==> config.mk <==
export PLATFORM = sky130hd
export DESIGN_NAME = inst_fetch_ctrl
export DESIGN_NICKNAME = d
export VERILOG_FILES = /design/src/rtl/inst_fetch_ctrl_pkg.sv /design/src/rtl/inst_fetch_ctrl_icache_dm.sv /design/src/rtl/inst_fetch_ctrl.sv
export SDC_FILE = /design/constraint.sdc
export NUM_CORES = 1
export LEC_CHECK = 0
export CORE_MARGIN = 2
export CORE_UTILIZATION = 35
export DETAILED_ROUTE_END_ITERATION = 10
export SETUP_SLACK_MARGIN = 0.02
export SLEW_MARGIN = 20
export SYNTH_ARGS = -nofsm -noshare
export SYNTH_HDL_FRONTEND = slang
export SYNTH_SLANG_ARGS = --single-unit
==> constraint.sdc <==
create_clock -name clk -period 3.4 [get_ports clk]
set_clock_uncertainty 0.2 [all_clocks]
set_input_delay 0.68 -clock clk [delete_from_list [all_inputs] [get_ports clk]]
set_output_delay 0.68 -clock clk [all_outputs]
set_load 0.02 [all_outputs]
==> src/rtl/inst_fetch_ctrl_pkg.sv <==
// Shared widths, constants and fetch-state encoding for the instruction-fetch responder.
package inst_fetch_ctrl_pkg;

  localparam int unsigned INST_ADDR_W = 32;  // default PC / memory address width
  localparam int unsigned INST_W      = 32;  // assembled instruction width
  localparam int unsigned BYTE_W      = 8;   // memory port data width
  localparam int unsigned INST_BYTES  = 4;   // bytes per instruction
  localparam int unsigned CNT_W       = 3;   // counts 0..INST_BYTES
  localparam int unsigned BIDX_W      = 2;   // byte lane within a word

  localparam logic [INST_W-1:0] ZERO_WORD = '0;

  typedef enum logic [1:0] {
    IF_IDLE  = 2'd0,
    IF_FETCH = 2'd1,
    IF_DONE  = 2'd2
  } if_state_e;

endpackage

==> src/rtl/inst_fetch_ctrl_icache_dm.sv <==
// Direct-mapped, one-word-per-line instruction cache (lookup + fill port).
// Only compiled when ICACHE_EN is defined; the default build has no cache storage.
`ifdef ICACHE_EN
module icache_dm
  import inst_fetch_ctrl_pkg::*;
#(
  parameter int unsigned ADDR_W = INST_ADDR_W,
  parameter int unsigned LINES  = 64
) (
  input  logic              clk,
  input  logic              rst,
  input  logic [ADDR_W-1:0] lookup_pc_i,
  output logic              hit_c_o,
  output logic [INST_W-1:0] rdata_c_o,
  input  logic              fill_i,
  input  logic [ADDR_W-1:0] fill_pc_i,
  input  logic [INST_W-1:0] fill_data_i
);

  localparam int unsigned LINE_W = $clog2(LINES);
  // Byte offset is kept with the tag so an unaligned PC never aliases an aligned one.
  localparam int unsigned TAG_W  = ADDR_W - LINE_W;

  logic [LINES-1:0]  valid_q;
  logic [TAG_W-1:0]  tag_q  [LINES];
  logic [INST_W-1:0] data_q [LINES];

  logic [LINE_W-1:0] lk_idx, fl_idx;
  logic [TAG_W-1:0]  lk_tag, fl_tag;

  assign lk_idx = lookup_pc_i[LINE_W+BIDX_W-1:BIDX_W];
  assign fl_idx = fill_pc_i[LINE_W+BIDX_W-1:BIDX_W];
  assign lk_tag = {lookup_pc_i[ADDR_W-1:LINE_W+BIDX_W], lookup_pc_i[BIDX_W-1:0]};
  assign fl_tag = {fill_pc_i[ADDR_W-1:LINE_W+BIDX_W], fill_pc_i[BIDX_W-1:0]};

  assign hit_c_o   = valid_q[lk_idx] && (tag_q[lk_idx] == lk_tag);
  assign rdata_c_o = data_q[lk_idx];

  // Valid bits: cleared by reset only, set on fill.
  always_ff @(posedge clk or negedge rst) begin
    if (!rst) begin
      valid_q <= '0;
    end else if (fill_i) begin
      valid_q[fl_idx] <= 1'b1;
    end
  end

  // Tag and data storage: written on fill, no reset needed behind the valid bits.
  always_ff @(posedge clk) begin
    if (fill_i) begin
      tag_q[fl_idx]  <= fl_tag;
      data_q[fl_idx] <= fill_data_i;
    end
  end

endmodule
`endif

==> src/rtl/inst_fetch_ctrl.sv <==
// Instruction-fetch responder: reads four bytes from the byte-wide memory port,
// assembles them little-endian and returns them with a one-cycle inst_enable_o.
// Optional feature: define ICACHE_EN to place icache_dm in front of the fetch path.
// mem_rd_o/mem_a_o/inst_enable_o are combinational: the arbiter grant and the
// redirect act in the same cycle.
module inst_fetch_ctrl
  import inst_fetch_ctrl_pkg::*;
#(
  parameter int unsigned ADDR_W = INST_ADDR_W
`ifdef ICACHE_EN
  ,
  parameter int unsigned ICACHE_LINES = 64
`endif
) (
  input  logic              clk,
  input  logic              rst,
  input  logic              fetch_req_i,
  input  logic [ADDR_W-1:0] pc_i,
  input  logic              flush_i,
  input  logic              mem_busy_i,
  input  logic [BYTE_W-1:0] mem_din_i,
  output logic [ADDR_W-1:0] mem_a_o,
  output logic              mem_rd_o,
  output logic              inst_enable_o,
  output logic [INST_W-1:0] inst_o,
  output logic [ADDR_W-1:0] inst_pc_o
);

  if_state_e         state_q, state_d;
  logic [ADDR_W-1:0] base_pc_q, base_pc_d;
  logic [CNT_W-1:0]  issue_cnt_q, issue_cnt_d;
  logic [CNT_W-1:0]  cap_cnt_q, cap_cnt_d;
  logic              pend_q, pend_d;
  logic [BIDX_W-1:0] pend_idx_q, pend_idx_d;
  logic [INST_W-1:0] buf_q, buf_d;
  logic [INST_W-1:0] inst_q, inst_d;
  logic [ADDR_W-1:0] inst_pc_q, inst_pc_d;
  logic              issue;
  logic              start;
  logic              hit_wait;

`ifdef ICACHE_EN
  logic              hit_pend_q, hit_pend_d;
  logic              lookup_hit;
  logic [INST_W-1:0] lookup_data;
  logic              fill_en;

  icache_dm #(
    .ADDR_W (ADDR_W),
    .LINES  (ICACHE_LINES)
  ) u_icache (
    .clk         (clk),
    .rst         (rst),
    .lookup_pc_i (pc_i),
    .hit_c_o     (lookup_hit),
    .rdata_c_o   (lookup_data),
    .fill_i      (fill_en),
    .fill_pc_i   (base_pc_q),
    .fill_data_i (buf_d)
  );

  // A hit spends one FETCH cycle with reads suppressed before DONE.
  assign hit_wait = hit_pend_q;
`else
  assign hit_wait = 1'b0;
`endif

  // A new fetch begins from IDLE, or from any state when redirected with a request.
  assign start = fetch_req_i && ((state_q == IF_IDLE) || flush_i);

  // Next-state, issue and byte-assembly logic.
  always_comb begin
    state_d     = state_q;
    base_pc_d   = base_pc_q;
    issue_cnt_d = issue_cnt_q;
    cap_cnt_d   = cap_cnt_q;
    pend_d      = 1'b0;
    pend_idx_d  = pend_idx_q;
    buf_d       = buf_q;
    inst_d      = inst_q;
    inst_pc_d   = inst_pc_q;
    issue       = 1'b0;
`ifdef ICACHE_EN
    hit_pend_d  = 1'b0;
    fill_en     = 1'b0;
`endif

    unique case (state_q)
      IF_FETCH: begin
        if (hit_wait) begin
          state_d = IF_DONE;
        end else begin
          if ((issue_cnt_q < CNT_W'(INST_BYTES)) && !mem_busy_i) begin
            issue       = 1'b1;
            pend_d      = 1'b1;
            pend_idx_d  = issue_cnt_q[BIDX_W-1:0];
            issue_cnt_d = issue_cnt_q + CNT_W'(1);
          end
          if (pend_q) begin
            for (int unsigned k = 0; k < INST_BYTES; k++) begin
              if (pend_idx_q == BIDX_W'(k)) begin
                buf_d[k*BYTE_W +: BYTE_W] = mem_din_i;
              end
            end
            cap_cnt_d = cap_cnt_q + CNT_W'(1);
            if (cap_cnt_d == CNT_W'(INST_BYTES)) begin
              state_d = IF_DONE;
            end
          end
        end
      end
      IF_DONE: state_d = IF_IDLE;
      default: state_d = state_q;
    endcase

    // Redirect aborts the fetch, drops the in-flight byte and this cycle's read.
    if (flush_i) begin
      state_d = IF_IDLE;
      pend_d  = 1'b0;
      issue   = 1'b0;
    end

    if (start) begin
      state_d     = IF_FETCH;
      base_pc_d   = pc_i;
      issue_cnt_d = '0;
      cap_cnt_d   = '0;
      pend_d      = 1'b0;
`ifdef ICACHE_EN
      if (lookup_hit) begin
        hit_pend_d = 1'b1;
        buf_d      = lookup_data;
      end
`endif
    end

    // Result registers load on entry to DONE and hold until the next one.
    if (state_d == IF_DONE) begin
      inst_d    = buf_d;
      inst_pc_d = base_pc_d;
`ifdef ICACHE_EN
      fill_en   = !hit_wait;
`endif
    end
  end

  assign mem_rd_o      = issue;
  assign mem_a_o       = issue ? (base_pc_q + ADDR_W'(issue_cnt_q)) : '0;
  assign inst_enable_o = (state_q == IF_DONE) && !flush_i;
  assign inst_o        = inst_q;
  assign inst_pc_o     = inst_pc_q;

  // State register; reset discards any partially assembled word.
  always_ff @(posedge clk or negedge rst) begin
    if (!rst) begin
      state_q     <= IF_IDLE;
      base_pc_q   <= '0;
      issue_cnt_q <= '0;
      cap_cnt_q   <= '0;
      pend_q      <= 1'b0;
      pend_idx_q  <= '0;
      buf_q       <= ZERO_WORD;
      inst_q      <= ZERO_WORD;
      inst_pc_q   <= '0;
`ifdef ICACHE_EN
      hit_pend_q  <= 1'b0;
`endif
    end else begin
      state_q     <= state_d;
      base_pc_q   <= base_pc_d;
      issue_cnt_q <= issue_cnt_d;
      cap_cnt_q   <= cap_cnt_d;
      pend_q      <= pend_d;
      pend_idx_q  <= pend_idx_d;
      buf_q       <= buf_d;
      inst_q      <= inst_d;
      inst_pc_q   <= inst_pc_d;
`ifdef ICACHE_EN
      hit_pend_q  <= hit_pend_d;
`endif
    end
  end

endmodule

**Word-level counts from Yosys, hierarchy flattened**

Cells that the tools add are included.

- Add/subtract/negate cells: 3
- Order comparisons: 1
- Equality and inequality tests: 7
- Multiplexer cells: 23
- Reductions and logical operators: 14

Operator list:

| cell | count |
|---|---|
| 32-bit two-way mux | 4 |
| 32-bit by 3-bit adder with 32-bit output | 1 |
| 8-bit two-way mux | 4 |
| 3-bit two-way mux | 6 |
| 2-bit == test (second input constant) | 4 |
| 2-bit two-way mux | 4 |
| 3-bit by 1-bit adder with 3-bit output (second input constant) | 2 |
| 2-bit AND reduction | 3 |
| 2-bit nonzero test | 3 |
| 2-bit by 1-bit == test with 1-bit output (second input constant) | 2 |
| 2-bit logical NOT | 2 |
| 1-bit two-way mux | 4 |
| 2-bit one-hot mux with 2 select lines | 1 |
| 3-bit == test (second input constant) | 1 |
| 1-bit logical AND | 3 |
| 3-bit < comparator (second input constant) | 1 |
| 1-bit logical NOT | 2 |
| 1-bit logical OR | 1 |

- Register bits after elaboration: 139
- Bits of input ports: 45
- Logic and storage cells: 57

**Longest topological paths before layout**

Gate-level depths: netlist of the first run.

- Word-level depth: 8
- Depth in mapped cells: 10
- Depth with buffers taken out: 7

**Least setup slack after synthesis of the first run**

No wires, ideal clock.

- Path type: flip-flop to output port
- From: reg issue_cnt_q[0]
- To: out mem_a_o[30]
- Arrival: 2.273 ns
- Slack: 0.247 ns
- Cell stages (with the launch flop): 9
- Buffers on the path: 1
- Cell sequence: dfrtp_1 ha_1 inv_1 fa_1 nor2b_1 o21ai_1 buf_2 nor4_1 mux2i_1

- Cells in the longest elaborated chain, start to end: 6
- Elaborated cells on any way between the ends: 7

RTL lines:

| what | line | text |
|---|---|---|
| start: declaration | inst_fetch_ctrl.sv:31 | `logic [CNT_W-1:0] issue_cnt_q, issue_cnt_d;` |
| start signal: assignment | inst_fetch_ctrl.sv:171 | `issue_cnt_q <= issue_cnt_d;` |
| parallel branches: the longest is 5 deep, another holds 32-bit by 3-bit adder with 32-bit output | n/a |  |
| 32-bit two-way mux * | inst_fetch_ctrl.sv:148 | `assign mem_a_o = issue ? (base_pc_q + ADDR_W'(issue_cnt_q)) : '0;` |
| end: declaration | inst_fetch_ctrl.sv:22 | `output logic [ADDR_W-1:0] mem_a_o,` |

Mark *: on every way between the ends.

**Worst setup path after layout of the first run**

- From: reg base_pc_q[0]
- To: out mem_a_o[22]

- Cells in the longest elaborated chain, start to end: 2

RTL lines:

| what | line | text |
|---|---|---|
| start: declaration | inst_fetch_ctrl.sv:30 | `logic [ADDR_W-1:0] base_pc_q, base_pc_d;` |
| start signal: assignment | inst_fetch_ctrl.sv:170 | `base_pc_q <= base_pc_d;` |
| 32-bit by 3-bit adder with 32-bit output | inst_fetch_ctrl.sv:148 |  |
| 32-bit two-way mux | inst_fetch_ctrl.sv:148 |  |

No other way between the ends.

==> run metrics, run 1 <==
fin crit share=1.01; row count=49; Clk Latency, worst-skew pair=0.42 ns; Cell variety after synth=49; PwrDens=499 nW/um^2; post-synth top area share=0.552; CP startpoint kind=flip-flop; #FFs+latches synth=139; Placer Congestion=0.836; clock sinks=139; post-route cell area=8970 um^2; fin cells=902; DR pass1 iterations=6; violated checks=setup timing; Min Hold Slack=0.0731 ns; max cap viols=0; Crit Path Category=flip-flop to primary output; Crit. End Element=primary output; Ys Warns=0; final core occ=0.503; Top FF cell, synth=dfrtp_1; hold buffers post-CTS=0; top cells by area, synth=dfrtp_1, mux2_2, ha_1; CTS Buf Count=17; Slew Viols, Final=0; count leader, synth=dfrtp_1; largest family of logic cells by synthesized area=multiplexers; CTS root buffer=clkbuf_16; first-pass GRT wire length=26.4 mm; min Tclk post-route=3.44 ns; Core Box Area=17800 um^2; drt initial violations=170; VDD IR max=382 uV; Total GRT Usage=0.176; CP Cell Sequence=ha_2 -> inv_2 -> fa_2 -> nor2b_4 -> o21ai_4 -> buf_6 -> or4_1 -> a21oi_2 -> buf_6; Adder-Cell Fraction of Synth Area=0.0210; CTS tree=done; setup TNS=-0.102 ns; Synth Area in Compound Gates=0.0488; Port Buffers=142; cell taking the most area after synthesis=dfrtp_1; placed inst area=8160 um^2; drt total wl=16.3 mm; Async SR Flop Fraction=1.00; Vias/cell=5.04; Longest Clk Path Bufs=2; largest net degree at the start of global routing=74; Mapped Cells=485; Inst Count DP=865; layout cells sized above 1=0.382; Synth Area per Inst=13.0 um^2; P_leak=0.00399 uW; Worst EP required=2.52 ns; setup violators final=3; Mapped Nets=540; top cells by count, synth=dfrtp_1, mux2_2, nand2_1; CTS clk-pin slew, worst paths=0.06 ns; Initial Util=0.353; crit-path max cell delay=0.50 ns; Crit path arrival time=2.56 ns; Critical Path Most Common Cell=buf_6; chip height=138 um; Avg WL per Cell=18.1 um; count of final hold-check violations=0; Final ANT Viol Nets=0; Worst Hold Class=input port to asynchronous set/reset pin; unrepaired setup endpoints after global routing=true; CP max-delay cell=or4_1; Synth Cell Area=6300 um^2; Slew HR=0.463; Vias=4545; Die X=138 um; worst-path fanout max=5; Antenna Cells=0; vias in the first global route=4938; H-tree Lvls=4; sequential fraction of the synthesis area=0.552; full die area=19100 um^2; status=finished, violations left; Least-Margin Pin Slew=0.803 ns; final setup margin=-0.0445 ns; grt ovf=0; post-synthesis xor/xnor area fraction=0.0181; maximum clock rate=0.290 GHz; I/O pin count=143; nets@finish=715; Syn-to-layout area delta=42.3%; # DRC=0; simple-gate area share of the yosys netlist=0.0975; mux contribution to synthesized area=0.238; HPWL after DPL=11.5 mm; Post-synth EDFFs=0; initial antenna violation count=0
flip-flops by register name (all words and copies together) (netlist names):
name / count
inst_o: 32
inst_pc_o: 32
cap_cnt_q: 3
issue_cnt_q: 3
buf_q: 32
state_q: 2
base_pc_q: 32
pend_idx_q: 2
pend_q: 1
through the flow:
step	worst slack, ns	total power [uW]
6_report	-0.0445	4470
5_1_grt	-0.156	4700
4_1_cts	-0.113	4500
3_5_place_dp	-0.172	2620
3_3_place_gp	-0.115	2590
2_1_floorplan	0.247	2320
logic make-up (layout without fill, tap and decap cells):
logic type / after synthesis / after routing
mux: 134 / 134
xor+xnor: 13 / 13
fa+ha+maj: 10 / 10
compound gates: 49 / 49
simple gates: 108 / 108
flops: 139 / 139
buf+inv: 32 / 220
worst paths after layout:
kind / cells past startpoint / start / slack [ns] / end
setup / recovery: 9 / base_pc_q[0] / -0.04 / mem_a_o[22]
hold / removal: 1 / rst / 0.07 / base_pc_q[7]
setup reg to reg: 7 / state_q[0] / 0.60 / inst_pc_o[4]
hold reg to reg: 1 / buf_q[22] / 0.29 / buf_q[22]
max in group asynchronous: 2 / rst / 2.15 / state_q[1]
min in group clk: 1 / buf_q[22] / 0.29 / buf_q[22]
cell usage in the layout (no fill, tap or decap), types with 9 or more instances in the layout:
cell type	n
mux2_2	125
buf_4	37
a21oi_2	9
o21ai_0	9
dfrtp_1	139
clkbuf_16	17
clkdlybuf4s50_1	109
nand3_1	14
nor2_1	19
nand2_1	22
power breakdown:
part           total, uW  switching, uW  internal (uW)
sequential          1960            116           1840
combinational        665            327            338
clock               1850            728           1130
total               4470           1170           3300
worst max-delay path, delay by kind of cell (launching register included):
| kind | cells | cell delay (ns) |
|---|---|---|
| AOI/OAI and AO/OA | 2 | 0.26 |
| buffers and inverters | 3 | 0.34 |
| DFF | 1 | 0.36 |
| adders and majority gates | 2 | 0.55 |
| and+or+nand+nor | 2 | 0.66 |
repair_timing:
item / 4_1_cts / 5_1_grt
gates cloned: 1 / 0
buffers inserted: 3 / 1
pin swaps: 7 / 6
endpoints found under the setup margin: 30 / 26
resized for setup: 109 / 43
layout make-up:
cell class	instances	area, um^2
Clock buffer	20	457
Timing Repair Buffer	178	1690
Clock inverter	12	139
Sequential cell	139	3480
Inverter	10	42.5
Tap cell	229	287
Fill cell	1554	8870
Multi-Input combinational cell	314	2880
layer usage:
| metal | up-vias | wire [um] | track usage |
|---|---|---|---|
| met4 | 0 | 270 | 0.0532 |
| li1 | 2105 | - | - |
| met1 | 2268 | 7090 | 0.220 |
| met3 | 22 | 1150 | 0.0672 |
| met5 | - | 0 | 0 |
| met2 | 150 | 7780 | 0.283 |
(Power assumes the default switching activity.)
==> run 2: changes to the inputs <==
- CORE_UTILIZATION: 35 -> 47
- PLACE_DENSITY: unset -> 0.75
==> run 2 against run 1 <==
Sequential power is essentially flat. The run now ends clean. Flip-flop and latch count is the same. First-iteration DRC count grew 54%. Via count shrank 0.77%. Wire length shrank 9.3%. Combinational power shrank 5.9%. Clock-buffer cell count grew 1. Final cell count shrank 6.9%. Sequential share of layout area grew 1.0 points. Non-clock buffer count shrank 9.
==> run metrics, run 2 (synthesis results as in run 1) <==
status=complete, no violations (was finished, violations left); Slew Viols, Final=0 (unchanged); setup TNS=0 ns (was -0.102 ns); full die area=14400 um^2 (was 19100 um^2); first-pass GRT wire length=24.3 mm (was 26.4 mm); CP Buf/Inv Count=3 (unchanged); maximum clock rate=0.301 GHz (was 0.290 GHz); hold buffers post-CTS=0 (unchanged); Worst Hold Class=input port to asynchronous set/reset pin (unchanged); Final ANT Viol Nets=0 (unchanged); max cap viols=0 (unchanged); Vias/cell=5.37 (was 5.04); CTS Buf Count=17 (unchanged); clock sinks=139 (unchanged); Avg WL per Cell=17.6 um (was 18.1 um); Initial Util=0.478 (was 0.353); vias in the first global route=4726 (was 4938); # DRC=0 (unchanged); Syn-to-layout area delta=38.7% (was 42.3%); post-route cell area=8740 um^2 (was 8970 um^2); M1 WL=6.33 mm (was 7.09 mm); Core Box Area=13200 um^2 (was 17800 um^2); Min Hold Slack=0.0826 ns (was 0.0731 ns); CTS clk-pin slew, worst paths=0.06 ns (about the same); Total GRT Usage=0.218 (was 0.176); Setup WS pre-CTS=-0.147 ns (was -0.172 ns); chip height=120 um (was 138 um); fin cells=840 (was 902); commonest non-fill, non-tap cells in the layout=dfrtp_1, mux2_2, clkdlybuf4s50_1 (unchanged); Crit Path Category=flip-flop to primary output (unchanged); min Tclk post-route=3.32 ns (was 3.44 ns); drt initial violations=262 (was 170); Seq. cell area=3480 um^2 (unchanged); Crit path arrival time=2.44 ns (was 2.56 ns); Vias=4510 (was 4545); Worst EP required=2.52 ns (about the same); Clk Latency, worst-skew pair=0.42 ns (about the same); most common cell after layout, fill and taps aside=dfrtp_1 (unchanged); grt ovf=0 (unchanged); Placer Congestion=0.820 (was 0.836); I/O pin count=143 (unchanged); critical path's top delay family=adder cells (was simple AND/OR/NAND/NOR gates); Least-Margin Pin Slew=0.776 ns (was 0.803 ns); row count=42 (was 49); P_leak=0.00393 uW (was 0.00399 uW); final setup margin=0.0831 ns (was -0.0445 ns); fillers=994 (was 1554); fin crit share=0.976 (was 1.01); routed length on met2=7.15 mm (was 7.78 mm); placed inst area=8060 um^2 (was 8160 um^2); Longest Clk Path Bufs=2 (unchanged); layout cells sized above 1=0.352 (was 0.382); nets@finish=706 (was 715); DR pass1 iterations=4 (was 6); Port Buffers=142 (unchanged); HPWL after DPL=10.1 mm (was 11.5 mm); CTS root buffer=clkbuf_16 (unchanged); Slew HR=0.481 (was 0.463); WL met3=1.04 mm (was 1.15 mm); Top Metal Used=met4 (unchanged); PwrDens=511 nW/um^2 (was 499 nW/um^2); H-tree Lvls=4 (unchanged); CP max-delay cell=fa_2 (was or4_1); CP startpoint kind=flip-flop (unchanged); CP Cell Sequence=ha_2 -> inv_1 -> fa_2 -> nor2b_4 -> o21ai_4 -> buf_6 -> nor4_4 -> mux2i_1 -> buf_4 (was ha_2 -> inv_2 -> fa_2 -> nor2b_4 -> o21ai_4 -> buf_6 -> or4_1 -> a21oi_2 -> buf_6); initial antenna violation count=0 (unchanged); worst-path fanout max=5 (unchanged); Crit. End Element=primary output (unchanged); CTS tree=done (unchanged); VDD IR max=352 uV (was 382 uV); area of the multi-input gates=2830 um^2 (was 2880 um^2); Die X=120 um (was 138 um); drt total wl=14.8 mm (was 16.3 mm); largest net degree at the start of global routing=78 (was 74); crit-path max cell delay=0.36 ns (was 0.50 ns); unrepaired setup endpoints after global routing=true (unchanged); Inst Count DP=807 (was 865); Antenna Cells=0 (unchanged); count of final hold-check violations=0 (unchanged); setup violators final=0 (was 3)
-- run 2: cell count changes in the layout (fill, tap and decap cells not counted), moves of 5 or more --
| cell | previous run | this run |
|---|---|---|
| dlygate4sd2_1 | 4 | 9 |
| buf_4 | 37 | 29 |
| clkbuf_2 | 4 | 10 |
| clkdlybuf4s15_2 | 5 | 0 |
| a21oi_1 | 7 | 13 |
-- run 2: layout make-up --
type,instances,share of cell area
Sequential cell,139,0.398
Multi-Input combinational cell,314,0.323
Timing Repair Buffer,169,0.179
Clock buffer,21,0.0538
Tap cell,176,0.0252
Clock inverter,11,0.0163
Inverter,10,0.00458
-- run 2: worst reg2reg max path, delay by kind of cell (launching register included) --
family                     cells  cell delay, ns
AOI/OAI and AO/OA              1            0.64
adders and majority gates      1            0.34
and+or+nand+nor                2            0.19
DFF                            1            0.39
buffers and inverters          2            0.42
muxes                          1            0.41
-- run 2: worst paths after layout --
kind	start	slack, ns	endpoint	cells after the start
min reg2reg	buf_q[16]	0.29	buf_q[16]	1
max reg2reg	state_q[0]	0.69	inst_o[19]	7
max	base_pc_q[0]	0.08	mem_a_o[28]	9
max in group asynchronous	rst	2.15	buf_q[0]	2
min in group clk	buf_q[16]	0.29	buf_q[16]	1
min	rst	0.08	base_pc_q[27]	1
-- run 2: where the power goes --
part	internal [uW]	switching, uW	total, uW
sequential	1840	113	1950
combinational	316	310	626
clock	1210	685	1890
-- run 2: stage by stage --
stage / utilization / total power, uW
2_1_floorplan: - / 2320
5_1_grt: 0.663 / 4660
6_report: 0.663 / 4470
4_1_cts: 0.659 / 4500
3_3_place_gp: 0.611 / 2560
3_5_place_dp: 0.611 / 2600
-- run 2: metal layers --
metal,vias up,track usage
met3,19,0.0689
li1,2093,-
met4,0,0.0838
met1,2235,0.273
met2,163,0.354
met5,-,0
-- run 2: repair_timing --
item / in CTS / in global routing
resized for setup: 88 / 38
pin swaps: 3 / 3
hold endpoints to repair: 0 / 0
endpoints found under the setup margin: 32 / 23
setup buffers: 1 / 0
